===== src/rtl/pipeline_pkg.sv =====
// Shared definitions for the pipeline stall/flush sequencer and the decode unit.
package pipeline_pkg;

    typedef enum logic [1:0] {
        ST_INIT  = 2'd0,
        ST_RUN   = 2'd1,
        ST_DRAIN = 2'd2,
        ST_HALT  = 2'd3
    } state_t;

    // ADDI x0,x0,0 - the canonical bubble inserted by flushes
    localparam logic [31:0] NOP_INSTR = 32'h0000_0013;

endpackage


===== src/rtl/perf_counter.sv =====
// Wrapping enable counter with synchronous reset, used for performance statistics.
module perf_counter #(
    parameter int WIDTH = 32
) (
    input  logic             clk_i,
    input  logic             reset_i,
    input  logic             en_i,
    output logic [WIDTH-1:0] count_o
);

    logic [WIDTH-1:0] r_count;

    always_ff @(posedge clk_i) begin
        if (reset_i)
            r_count <= '0;
        else if (en_i)
            r_count <= r_count + WIDTH'(1);
    end

    assign count_o = r_count;

endmodule


===== src/rtl/pipeline_ctrl.sv =====
// Stall/flush sequencer for the F/D/E/M/W pipeline with init, FENCE drain and EBREAK halt.
//   state    | meaning
//   ST_INIT  | forced flush of all stages after reset
//   ST_RUN   | normal hazard/redirect arbitration
//   ST_DRAIN | FENCE held in E until M and W are empty
//   ST_HALT  | EBREAK halt, waiting for debug resume
module pipeline_ctrl
    import pipeline_pkg::*;
#(
    parameter int INIT_CYCLES = 3,
    parameter int CNT_WIDTH   = 32
) (
    input  logic                 clk_i,
    input  logic                 reset_i,
    input  logic                 dataHazard_i,
    input  logic                 D_predictPC_i,
    input  logic                 E_redirect_i,
    input  logic                 E_busy_i,
    input  logic                 M_busy_i,
    input  logic                 DE_isFENCE_i,
    input  logic                 DE_isEBREAK_i,
    input  logic                 M_nop_i,
    input  logic                 W_nop_i,
    input  logic                 resume_i,
    output logic                 F_stall_o,
    output logic                 D_stall_o,
    output logic                 E_stall_o,
    output logic                 M_stall_o,
    output logic                 F_flush_o,
    output logic                 D_flush_o,
    output logic                 E_flush_o,
    output logic                 M_flush_o,
    output logic                 F_takeD_o,
    output logic                 F_takeE_o,
    output logic                 halted_o,
    output logic [CNT_WIDTH-1:0] stallCycles_o,
    output logic [CNT_WIDTH-1:0] redirectCount_o
);

    localparam int            IW        = (INIT_CYCLES > 1) ? $clog2(INIT_CYCLES) : 1;
    localparam logic [IW-1:0] INIT_LOAD = IW'(INIT_CYCLES - 1);

    state_t          r_state;
    state_t          w_state_nxt;
    logic [IW-1:0]   r_init_cnt;
    logic            r_fence_done;
    logic            w_drain_done;

    // The drained FENCE is still in E on the first RUN cycle; it must advance, not re-drain.
    assign w_drain_done = M_nop_i & W_nop_i & ~M_busy_i;

    always_ff @(posedge clk_i) begin
        if (reset_i) begin
            r_state      <= ST_INIT;
            r_init_cnt   <= INIT_LOAD;
            r_fence_done <= 1'b0;
        end else begin
            r_state <= w_state_nxt;
            if (r_state == ST_INIT && r_init_cnt != '0)
                r_init_cnt <= r_init_cnt - IW'(1);
            if (r_state == ST_DRAIN && w_drain_done)
                r_fence_done <= 1'b1;
            else if (r_state == ST_RUN && !(M_busy_i || E_busy_i))
                r_fence_done <= 1'b0;
        end
    end

    always_comb begin
        w_state_nxt = r_state;
        F_stall_o   = 1'b0;
        D_stall_o   = 1'b0;
        E_stall_o   = 1'b0;
        M_stall_o   = 1'b0;
        F_flush_o   = 1'b0;
        D_flush_o   = 1'b0;
        E_flush_o   = 1'b0;
        M_flush_o   = 1'b0;
        F_takeD_o   = 1'b0;
        F_takeE_o   = 1'b0;
        halted_o    = 1'b0;
        case (r_state)
            ST_INIT: begin
                F_flush_o = 1'b1;
                D_flush_o = 1'b1;
                E_flush_o = 1'b1;
                M_flush_o = 1'b1;
                if (r_init_cnt == '0)
                    w_state_nxt = ST_RUN;
            end
            ST_RUN: begin
                if (M_busy_i) begin
                    F_stall_o = 1'b1;
                    D_stall_o = 1'b1;
                    E_stall_o = 1'b1;
                    M_stall_o = 1'b1;
                end else if (E_busy_i) begin
                    F_stall_o = 1'b1;
                    D_stall_o = 1'b1;
                    E_stall_o = 1'b1;
                    M_flush_o = 1'b1;
                end else if (E_redirect_i) begin
                    F_flush_o = 1'b1;
                    D_flush_o = 1'b1;
                    E_flush_o = 1'b1;
                    F_takeE_o = 1'b1;
                end else if (dataHazard_i) begin
                    F_stall_o = 1'b1;
                    D_stall_o = 1'b1;
                    E_flush_o = 1'b1;
                end else if (D_predictPC_i) begin
                    F_flush_o = 1'b1;
                    F_takeD_o = 1'b1;
                end
                if (!(M_busy_i || E_busy_i)) begin
                    if (DE_isFENCE_i && !r_fence_done)
                        w_state_nxt = ST_DRAIN;
                    else if (DE_isEBREAK_i)
                        w_state_nxt = ST_HALT;
                end
            end
            ST_DRAIN: begin
                F_stall_o = 1'b1;
                D_stall_o = 1'b1;
                E_stall_o = 1'b1;
                M_flush_o = 1'b1;
                if (w_drain_done)
                    w_state_nxt = ST_RUN;
            end
            ST_HALT: begin
                F_stall_o = 1'b1;
                D_stall_o = 1'b1;
                E_flush_o = 1'b1;
                halted_o  = 1'b1;
                if (resume_i)
                    w_state_nxt = ST_RUN;
            end
            default: w_state_nxt = ST_INIT;
        endcase
    end

    perf_counter #(.WIDTH(CNT_WIDTH)) u_stall_cnt (
        .clk_i   (clk_i),
        .reset_i (reset_i),
        .en_i    (D_stall_o),
        .count_o (stallCycles_o)
    );

    perf_counter #(.WIDTH(CNT_WIDTH)) u_redirect_cnt (
        .clk_i   (clk_i),
        .reset_i (reset_i),
        .en_i    (F_takeE_o),
        .count_o (redirectCount_o)
    );

endmodule


===== config.mk =====
export PLATFORM = sky130hd
export DESIGN_NAME = pipeline_ctrl
export DESIGN_NICKNAME = d
export VERILOG_FILES = /design/src/rtl/pipeline_pkg.sv /design/src/rtl/perf_counter.sv /design/src/rtl/pipeline_ctrl.sv
export SDC_FILE = /design/constraint.sdc
export NUM_CORES = 1
export LEC_CHECK = 0
export ABC_AREA = 1
export BUFFER_PORTS_ARGS = -buffer_cell sky130_fd_sc_hd__clkbuf_2
export CORE_MARGIN = 1
export CORE_UTILIZATION = 47
export CTS_CLUSTER_DIAMETER = 100
export CTS_CLUSTER_SIZE = 16
export DETAILED_ROUTE_END_ITERATION = 6
export PLACE_DENSITY = 0.7
export SYNTH_ARGS = -nofsm -noshare
export SYNTH_HDL_FRONTEND = slang
export SYNTH_SLANG_ARGS = --single-unit
export TNS_END_PERCENT = 50

===== constraint.sdc =====
create_clock -name clk_i -period 4.4 [get_ports clk_i]
set_input_delay 0.22 -clock clk_i [delete_from_list [all_inputs] [get_ports clk_i]]
set_output_delay 0.22 -clock clk_i [all_outputs]
set_load 0.05 [all_outputs]

Yosys cells after proc, flatten, opt, wreduce, memory -nomap -nowiden
Cells that the tools add are included.
W data, S select, Z words.
- register bits: 69
- latch bits: 0
- RAM bits: 0
- ROM bits: 0
- input port bits: 12
- output and inout bits: 75
- memories kept: 0
- $add $sub $neg: 3
- $mul: 0
- divide/modulo/power cells: 0
- $lt $le $gt $ge: 0
- eq/ne operators: 8
- shift operators: 0
- multiplexer cells: 41
- bitwise operators: 3
- reduce and logical (&&, ||, !) cells: 15
- operators with widths (cell ; number):
    $add A32 B1 Y32 const B ; 2
    $mux W1 ; 28
    $mux W2 ; 6
    $pmux W1 S2 ; 6
    $pmux W2 S4 ; 1
    $ne A2 B2 Y1 const B ; 3
    $reduce_or A2 Y1 ; 3
    $reduce_and A5 Y1 ; 1
    $eq A2 B2 Y1 const B ; 2
    $logic_and A1 B1 Y1 ; 4
    $logic_not A2 Y1 ; 2
    $reduce_bool A2 Y1 ; 2
    $ne A3 B2 Y1 const B ; 1
    $and A1 B1 Y1 ; 2
    $eq A2 B1 Y1 const B ; 1
    $logic_not A1 Y1 ; 2
    $ne A2 B1 Y1 const B ; 1
    $sub A2 B1 Y2 const B ; 1
    $logic_or A1 B1 Y1 ; 1
    $not A1 Y1 ; 1

Depth between registers and ports, before layout
Gate-level depths: netlist (run 1).
- depth in word-level cells: 6
- mapped depth: 12

Cells and area by module
Synthesis (run 1) repeated with hierarchy kept, for this count alone.
- cells, all modules: 598
- area, all modules: 4041.4 µm²
- modules (own cells, without submodules) (module ; instances ; cells an instance ; area each (µm²) ; seq. area each (µm²)):
    perf_counter ; 2 ; 263 ; 1793.0 ; 640.6
    pipeline_ctrl ; 1 ; 72 ; 455.4 ; 100.1

Least setup slack after synthesis (run 1)
OpenSTA, ideal clock, no wires.
- path kind: register to output
- start point: reg r_state[1]
- end point: out F_stall_o
- arrival: 1756 ps
- data required time: 4180 ps
- slack: 2424 ps
- cell stages (with the launch flop): 9
- buffers on the path: 3
- cells stage by stage: dfxtp_1 > ha_1 > inv_1 > nand2_1 > nor2_2 > nor2_4 > buf_6 > buf_6 > buf_4
- cells in the longest elaborated chain, start to end: 3
- elaborated cells on any way between the ends: 5
- ends and longest elaborated chain (item ; line ; text):
    start: declaration ; pipeline_ctrl.sv:43 ; state_t r_state;
    start signal: assignment ; pipeline_ctrl.sv:58 ; r_state <= w_state_nxt;
    $eq A2 B2 Y1 ; n/a ;
    $reduce_or A2 Y1 (no line) ; n/a ;
    $pmux W1 S2 (*) ; n/a ;
    end: declaration ; pipeline_ctrl.sv:25 ; output logic F_stall_o,
Mark *: on every way between the ends. The rest lies on a longest branch, timed or not.

Worst setup path in the final report (run 1)
- start point: reg r_state[1]
- end point: out F_stall_o
- cells in the longest elaborated chain, start to end: 3
- elaborated cells on any way between the ends: 5
- ends and longest elaborated chain (item ; line ; text):
    $eq A2 B2 Y1 ; pipeline_ctrl.sv:81 ; case (r_state)
    $reduce_or A2 Y1 (no line) ; n/a ;
    $pmux W1 S2 (*) ; pipeline_ctrl.sv:81 ;
Marks and branches as above.

==> results of run 1 <==
[stage by stage]
step	setup slack, ns	util
floorplan	2.42	-
global route	1.33	0.579
detailed placement	1.91	0.550
global placement	2.03	0.550
CTS	1.53	0.579
finish	1.56	0.579
[area by class of cell]
| class | count | area (um^2) | share of cell area |
|---|---|---|---|
| Clock buffer | 10 | 138 | 0.0284 |
| Clock inverter | 6 | 109 | 0.0224 |
| Inverter | 92 | 345 | 0.0711 |
| Multi-Input combinational cell | 482 | 2310 | 0.476 |
| Sequential cell | 69 | 1380 | 0.285 |
| Tap cell | 105 | 131 | 0.0271 |
| Timing Repair Buffer | 87 | 438 | 0.0902 |
[per-layer routing]
metal,global-route usage,up-vias,routed length (um)
met5,0,-,0
met4,0.0634,0,59
met3,0.0537,6,537
met2,0.431,119,4930
met1,0.277,1923,4650
li1,-,2256,-
[worst max-delay path by stage]
| stage | end | slack (ns) | startpoint | cells past startpoint |
|---|---|---|---|---|
| detailed placement | F_stall_o | 1.91 | r_state[1]$_SDFFE_PP0P_ | 7 |
| finish | F_stall_o | 1.56 | r_state[1]$_SDFFE_PP0P_ | 7 |
| global route | F_stall_o | 1.33 | r_state[1]$_SDFFE_PP0P_ | 7 |
| global placement | F_stall_o | 2.03 | r_state[1]$_SDFFE_PP0P_ | 7 |
| CTS | F_stall_o | 1.53 | r_state[1]$_SDFFE_PP0P_ | 7 |
| floorplan | F_stall_o | 2.42 | r_state[1]$_SDFFE_PP0P_ | 8 |
[sequential cells by signal, summed over array words and instances, names as in the netlist]
register,count
r_fence_done,1
u_stall_cnt.count_o,32
r_init_cnt,2
r_state,2
u_redirect_cnt.count_o,32
[layout by cell type (no fill, tap or decap), types with 16 or more instances in the layout]
cell and instances:
a21oi_1 34, nor2_2 18, clkbuf_2 86, nor2_1 109, o21ai_0 16, nand3_1 58, nand2_1 168, inv_1 89
dfxtp_1 69, nand4_1 22
[cells by family (layout without fill, tap and decap cells)]
logic type / after synthesis / in the layout
AOI/OAI and AO/OA: 58 / 58
buffers and inverters: 109 / 195
DFF: 69 / 69
xor gates and xnor gates: 6 / 6
adders and majority gates: 7 / 7
and+or+nand+nor: 411 / 411
[worst max-delay path, stage by stage, from the launching register on]
cell      delay, ns
dfxtp_1        0.34
inv_1          0.09
ha_1           0.38
nand3_1        0.13
nand2_1        0.12
nor2_2         0.06
nor2_4         0.74
clkbuf_2       0.42
[power breakdown]
part           switching, mW  internal [mW]  total [mW]
Clock                  0.247          0.392       0.639
Sequential            0.0159          0.645       0.661
Combinational          0.329         0.0998       0.429
Total                  0.592           1.14        1.73
==> key figures, run 1 <==
Outcome
  • Outcome: completed

Synth
  • Fraction of post-synthesis cell area in the top cell type by area: 0.332
  • FF+latch count, synth: roughly 70
  • Share of synthesized area spent on multiplexers: 0
  • Mapped Area: 0.00416 mm^2
  • Synthesized-area fraction occupied by xor and xnor cells: 0.0126
  • Count of unique library cells instantiated by Yosys: 34
  • Number of enable flip-flop cells after synthesis: 0
  • Leading area contributor after synthesis: dfxtp_1
  • Dominant combinational cell family by area after synthesis: simple AND/OR/NAND/NOR gates
  • Share of synthesized area occupied by flip-flops and latches: 0.332
  • Synth Area in Adders: 0.0211
  • Ys flop type: dfxtp_1
  • Post-Syn Instances: between 600 and 700
  • Simple-gate area share of the yosys netlist: 0.449
  • Mean instance size in the synthesized netlist: 6.30 um^2
  • Dominant cell by count in the synthesized netlist: nand2_1
  • Leading post-synthesis cells by cell area: dfxtp_1 33%, nand2_1 15%, nor2_1 9.8%
  • Count of yosys warnings during synthesis: 0
  • Synthesized-area fraction occupied by ao, oa, aoi and oai cells: 0.0734
  • Most instantiated cells after synthesis: 168 x nand2_1, 109 x nor2_1, 89 x inv_1
  • Share of synthesized flip-flops with an asynchronous set or reset: 0
  • Net count after synthesis: 679

Timing
  • Worst-case clock skew: 0.00884 ns
  • Final clock period utilization by the worst path: 0.646
  • Worst rel slew slack: 0.337
  • Worst hold slack across all endpoints: 0.162 ns
  • Final critical-path required period: ~2.8 ns
  • Unrepaired setup endpoints after global routing: false
  • Final max-slew violation count: 0
  • Final setup viols: 0
  • Post-Route Setup TNS: 0 ns
  • Highest clock rate: between 300 and 400 MHz
  • Final hold vios: 0
  • Transition time at the pin with the least slew margin: 0.992 ns

Clock network
  • Clock insertion delay at the later pin of the skew report: roughly 0.34 ns
  • Number of CTS-inserted buffers: 9
  • CTS tree: done
  • Quantity of gates resized following cts: 0
  • Root Driver: clkbuf_8
  • H-tree lvl count: 3
  • Clock-pin slew of the registers on the worst-case setup and hold paths: 0.07 ns
  • Cts-stage hold buffer count: 0
  • Number of buffers inserted to repair setup after CTS: 0
  • Number of buffers on the longest clock path: 2
  • Total clock sinks: 69

Finish
  • Number of filler instances in the final layout: 861
  • Final #Nets: 760
  • Number of cells in the finished layout apart from fillers: 851
  • Area growth syn-to-layout: 16.8%
  • Post-route cell area: 0.00485 mm^2
  • Antenna Cells: 0
  • Layout cells sized above 1: 0.188

Global routing
  • Largest net degree at the start of global routing: 50
  • Antenna violations before repair: 0
  • Global-route wire length before repair: approximately 17,000 um
  • Sum of overflow across all layers after global routing: 0
  • Vias in the first global route: 3,979
  • GRT Overall Usage: 0.237

Place
  • HPWL after detailed placement: 7650 um
  • Weighted congestion at the end of routability-driven global placement: 0.900
  • I/O Buffers: 86
  • Placed inst area: 0.00461 mm^2
  • Placed insts: ~840

Critical path
  • Critical Path Fanout Max: between 40 and 50
  • CP Data Required Time: 4.18 ns
  • Worst reg2reg path depth: 10
  • Type of element launching the critical path: flip-flop
  • Setup Crit Path Kind: reg2out
  • R2R Setup Slk: 1.96 ns
  • Launching point of the worst reg2reg path: r_state[1]$_SDFFE_PP0P_
  • RR Endpoint: u_stall_cnt.count_o[30]$_SDFFE_PP0P_
  • Worst Path Arrival: ~2.6 ns
  • Endpoint class of the critical path: primary output

Routing
  • First drt pass iteration count: 4
  • Antenna Nets Post-Route: 0
  • Detailed Route Iter0 Violations: around 140
  • Drt via density: 5.06
  • Via count: between 4,000 and 5,000
  • Remaining design rule violation count: 0
  • Final WL: between 10,000 and 15,000 um
  • Avg WL per Cell: about 12 um

Pwr
  • Static power due to leakage: roughly 2 nW
  • Post-layout total power: between 1.5 and 2 mW
  • IR drop worst, VDD: 189 uV
  • PwrDens: 356 mW/mm^2

Floorplanning
  • Number of top-level pins: 87
  • Floorplan die height: 96.0 um
  • Core box area: between 0.008 and 0.009 mm^2
  • Row count: 33
  • Die Span X: 96.0 um
  • Total die area: 0.00922 mm^2
  • Starting Density: 0.496

Min path
  • Hold Path Depth: 3
  • Beginning of the worst hold path: M_nop_i
  • Type of the most critical hold path: in2reg
  • Endpoint, Worst Hold: r_fence_done$_SDFFE_PP0P_

Job
  • Count of max-cap constraint violations: 0
Note: power is estimated with default switching activity, not from simulation.
==> run 2, diff against run 1 <==
--- a/config.mk
+++ b/config.mk
@@ -12,7 +12,7 @@
 export CTS_CLUSTER_DIAMETER = 100
 export CTS_CLUSTER_SIZE = 16
 export DETAILED_ROUTE_END_ITERATION = 6
-export PLACE_DENSITY = 0.7
+export PLACE_DENSITY = 0.73
 export SYNTH_ARGS = -nofsm -noshare
 export SYNTH_HDL_FRONTEND = slang
 export SYNTH_SLANG_ARGS = --single-unit
==> constraint.sdc (replaced) <==
create_clock -name clk_i -period 2.6 [get_ports clk_i]
set_input_delay 0.13 -clock clk_i [delete_from_list [all_inputs] [get_ports clk_i]]
set_output_delay 0.13 -clock clk_i [all_outputs]
set_load 0.05 [all_outputs]
==> key figures, run 2 (synthesis results as in run 1) <==
Clock network
  • Root Driver: clkbuf_8
  • Clock insertion delay at the later pin of the skew report: 0.35 ns
  • Cts-stage hold buffer count: 0
  • Number of buffers on the longest clock path: 2
  • Number of CTS-inserted buffers: 9
  • H-tree lvl count: 3
  • Number of buffers inserted to repair setup after CTS: 0
  • Total clock sinks: 69
  • Clock-pin slew of the registers on the worst-case setup and hold paths: 0.08 ns
  • CTS tree: done
  • Quantity of gates resized following cts: 0

Timing
  • Post-Route Setup TNS: 0 ns
  • Unrepaired setup endpoints after global routing: false
  • Final hold vios: 0
  • Transition time at the pin with the least slew margin: 0.486 ns
  • Final setup viols: 0
  • Worst-case clock skew: 0.00985 ns
  • Highest clock rate: 431 MHz
  • Final clock period utilization by the worst path: 0.893
  • Final critical-path required period: 2.32 ns
  • Final max-slew violation count: 0
  • Worst rel slew slack: 0.676
  • Worst path setup slack after routing: 0.277 ns

Job
  • Count of max-cap constraint violations: 0

Routing
  • Antenna Nets Post-Route: 0
  • Drt via density: around 5.1
  • Remaining design rule violation count: 0
  • Avg WL per Cell: approximately 12 um
  • First drt pass iteration count: 5
  • Via count: 4,371
  • Detailed Route Iter0 Violations: 170
  • Final WL: between 10,000 and 15,000 um

Finish
  • Antenna Cells: 0
  • Top library cells by usage in the layout, fill and taps aside: 168 x nand2_1, 109 x nor2_1, 89 x inv_1
  • Final #Nets: 763
  • Layout cells sized above 1: 0.191
  • Area growth syn-to-layout: 17.6%
  • Most frequent standard cell in the layout excluding fill and tap cells: nand2_1

Pwr
  • IR drop worst, VDD: approximately 320 uV
  • Static power due to leakage: 2.06 nW
  • PwrDens: 599 mW/mm^2
  • Post-layout total power: 2.93 mW

Place
  • HPWL after detailed placement: 7610 um
  • Placement-stage worst setup slack: 0.472 ns
  • I/O Buffers: 86
  • Weighted congestion at the end of routability-driven global placement: 0.870

Critical path
  • Setup Crit Path Kind: reg2out
  • CP Data Required Time: 2.47 ns
  • Endpoint class of the critical path: primary output
  • Worst reg2reg path depth: 9
  • Launching point of the worst reg2reg path: r_state[1]$_SDFFE_PP0P_
  • Critical Path Fanout Max: 18
  • Worst Path Arrival: 2.19 ns
  • R2R Setup Slk: ~0.44 ns
  • Worst setup path endpoint: F_stall_o
  • Source of the critical timing path: r_state[1]$_SDFFE_PP0P_
  • Type of element launching the critical path: flip-flop
  • RR Endpoint: u_redirect_cnt.count_o[25]$_SDFFE_PP0P_

Min path
  • Type of the most critical hold path: in2reg
  • Beginning of the worst hold path: M_nop_i

Global routing
  • GR met3 Demand/Resource: 0.0498
  • GRT Overall Usage: 0.239
  • Met1 Track Usage GR: 0.288
  • Antenna violations before repair: 0
  • Vias in the first global route: 4,008
  • Sum of overflow across all layers after global routing: 0
  • GR met2 Demand/Resource: 0.415
  • Largest net degree at the start of global routing: 33
  • Grt peak-use layer: met2
  • Global-route wire length before repair: 17,400 um

Floorplanning
  • Total die area: 0.00922 mm^2
  • Die Span X: between 90 and 100 um
  • Floorplan die height: slightly below 100 um
  • Core box area: 0.00838 mm^2
  • Row count: 33
  • Number of top-level pins: 87
  • Starting Density: 0.496

Outcome
  • Outcome: completed
## run 2: cell types whose count changed in the layout (fill, tap and decap cells not counted)
cell,before,now
clkbuf_8,10,13
buf_4,1,3
buf_12,0,1
bufinv_16,3,2
clkinv_2,2,1
inv_6,1,0
## run 2: metrics by stage
step                      std cells  area (um^2)  hold WS [ns]   util
final                           854         4890        0.0676  0.583
after global routing            854         4890        0.0875  0.583
after detailed placement        838         4640         0.442  0.554
after CTS                       854         4890        0.0587  0.583
after floorplan                 660         4160         0.301      -
after global placement          838         4640         0.427  0.554
## run 2: layer usage
metal	vias up	wire, um	part of all wire
met4	0	182	0.018
met5	-	0	0
met1	1960	4650	0.45
li1	2256	-	-
met3	20	575	0.056
met2	135	4950	0.48
## run 2: critical path, cell delays in order (launching register included)
cell,delay [ns]
dfxtp_1,0.34
inv_1,0.08
ha_1,0.38
nand3_1,0.15
nand2_1,0.13
nor2_2,0.06
nor2_4,0.35
clkbuf_2,0.36
## run 2: final cells by class
cell class / instances / area (um^2)
fill: 833 / 3490
multi-input combinational: 482 / 2310
sequential: 69 / 1380
timing repair buffer: 90 / 473
inverter: 92 / 345
clock buffer: 13 / 179
tap: 105 / 131
clock inverter: 3 / 65.1
## run 2: worst min path at each step
| stage | to | slack, ns | depth (start not counted) |
|---|---|---|---|
| floorplan | r_fence_done$_SDFFE_PP0P_ | 0.30 | 2 |
| global placement | r_fence_done$_SDFFE_PP0P_ | 0.43 | 3 |
| detailed placement | r_fence_done$_SDFFE_PP0P_ | 0.44 | 3 |
| CTS | r_fence_done$_SDFFE_PP0P_ | 0.06 | 3 |
| global route | r_fence_done$_SDFFE_PP0P_ | 0.09 | 3 |
| finish | r_fence_done$_SDFFE_PP0P_ | 0.07 | 3 |
## run 2: power breakdown
group	internal, mW	switching, mW	total [mW]	leakage, nW
logic	0.188	0.560	0.748	1.38
clock network	0.644	0.417	1.06	0.126
registers	1.09	0.0269	1.12	0.557
total	1.92	1.00	2.93	2.06
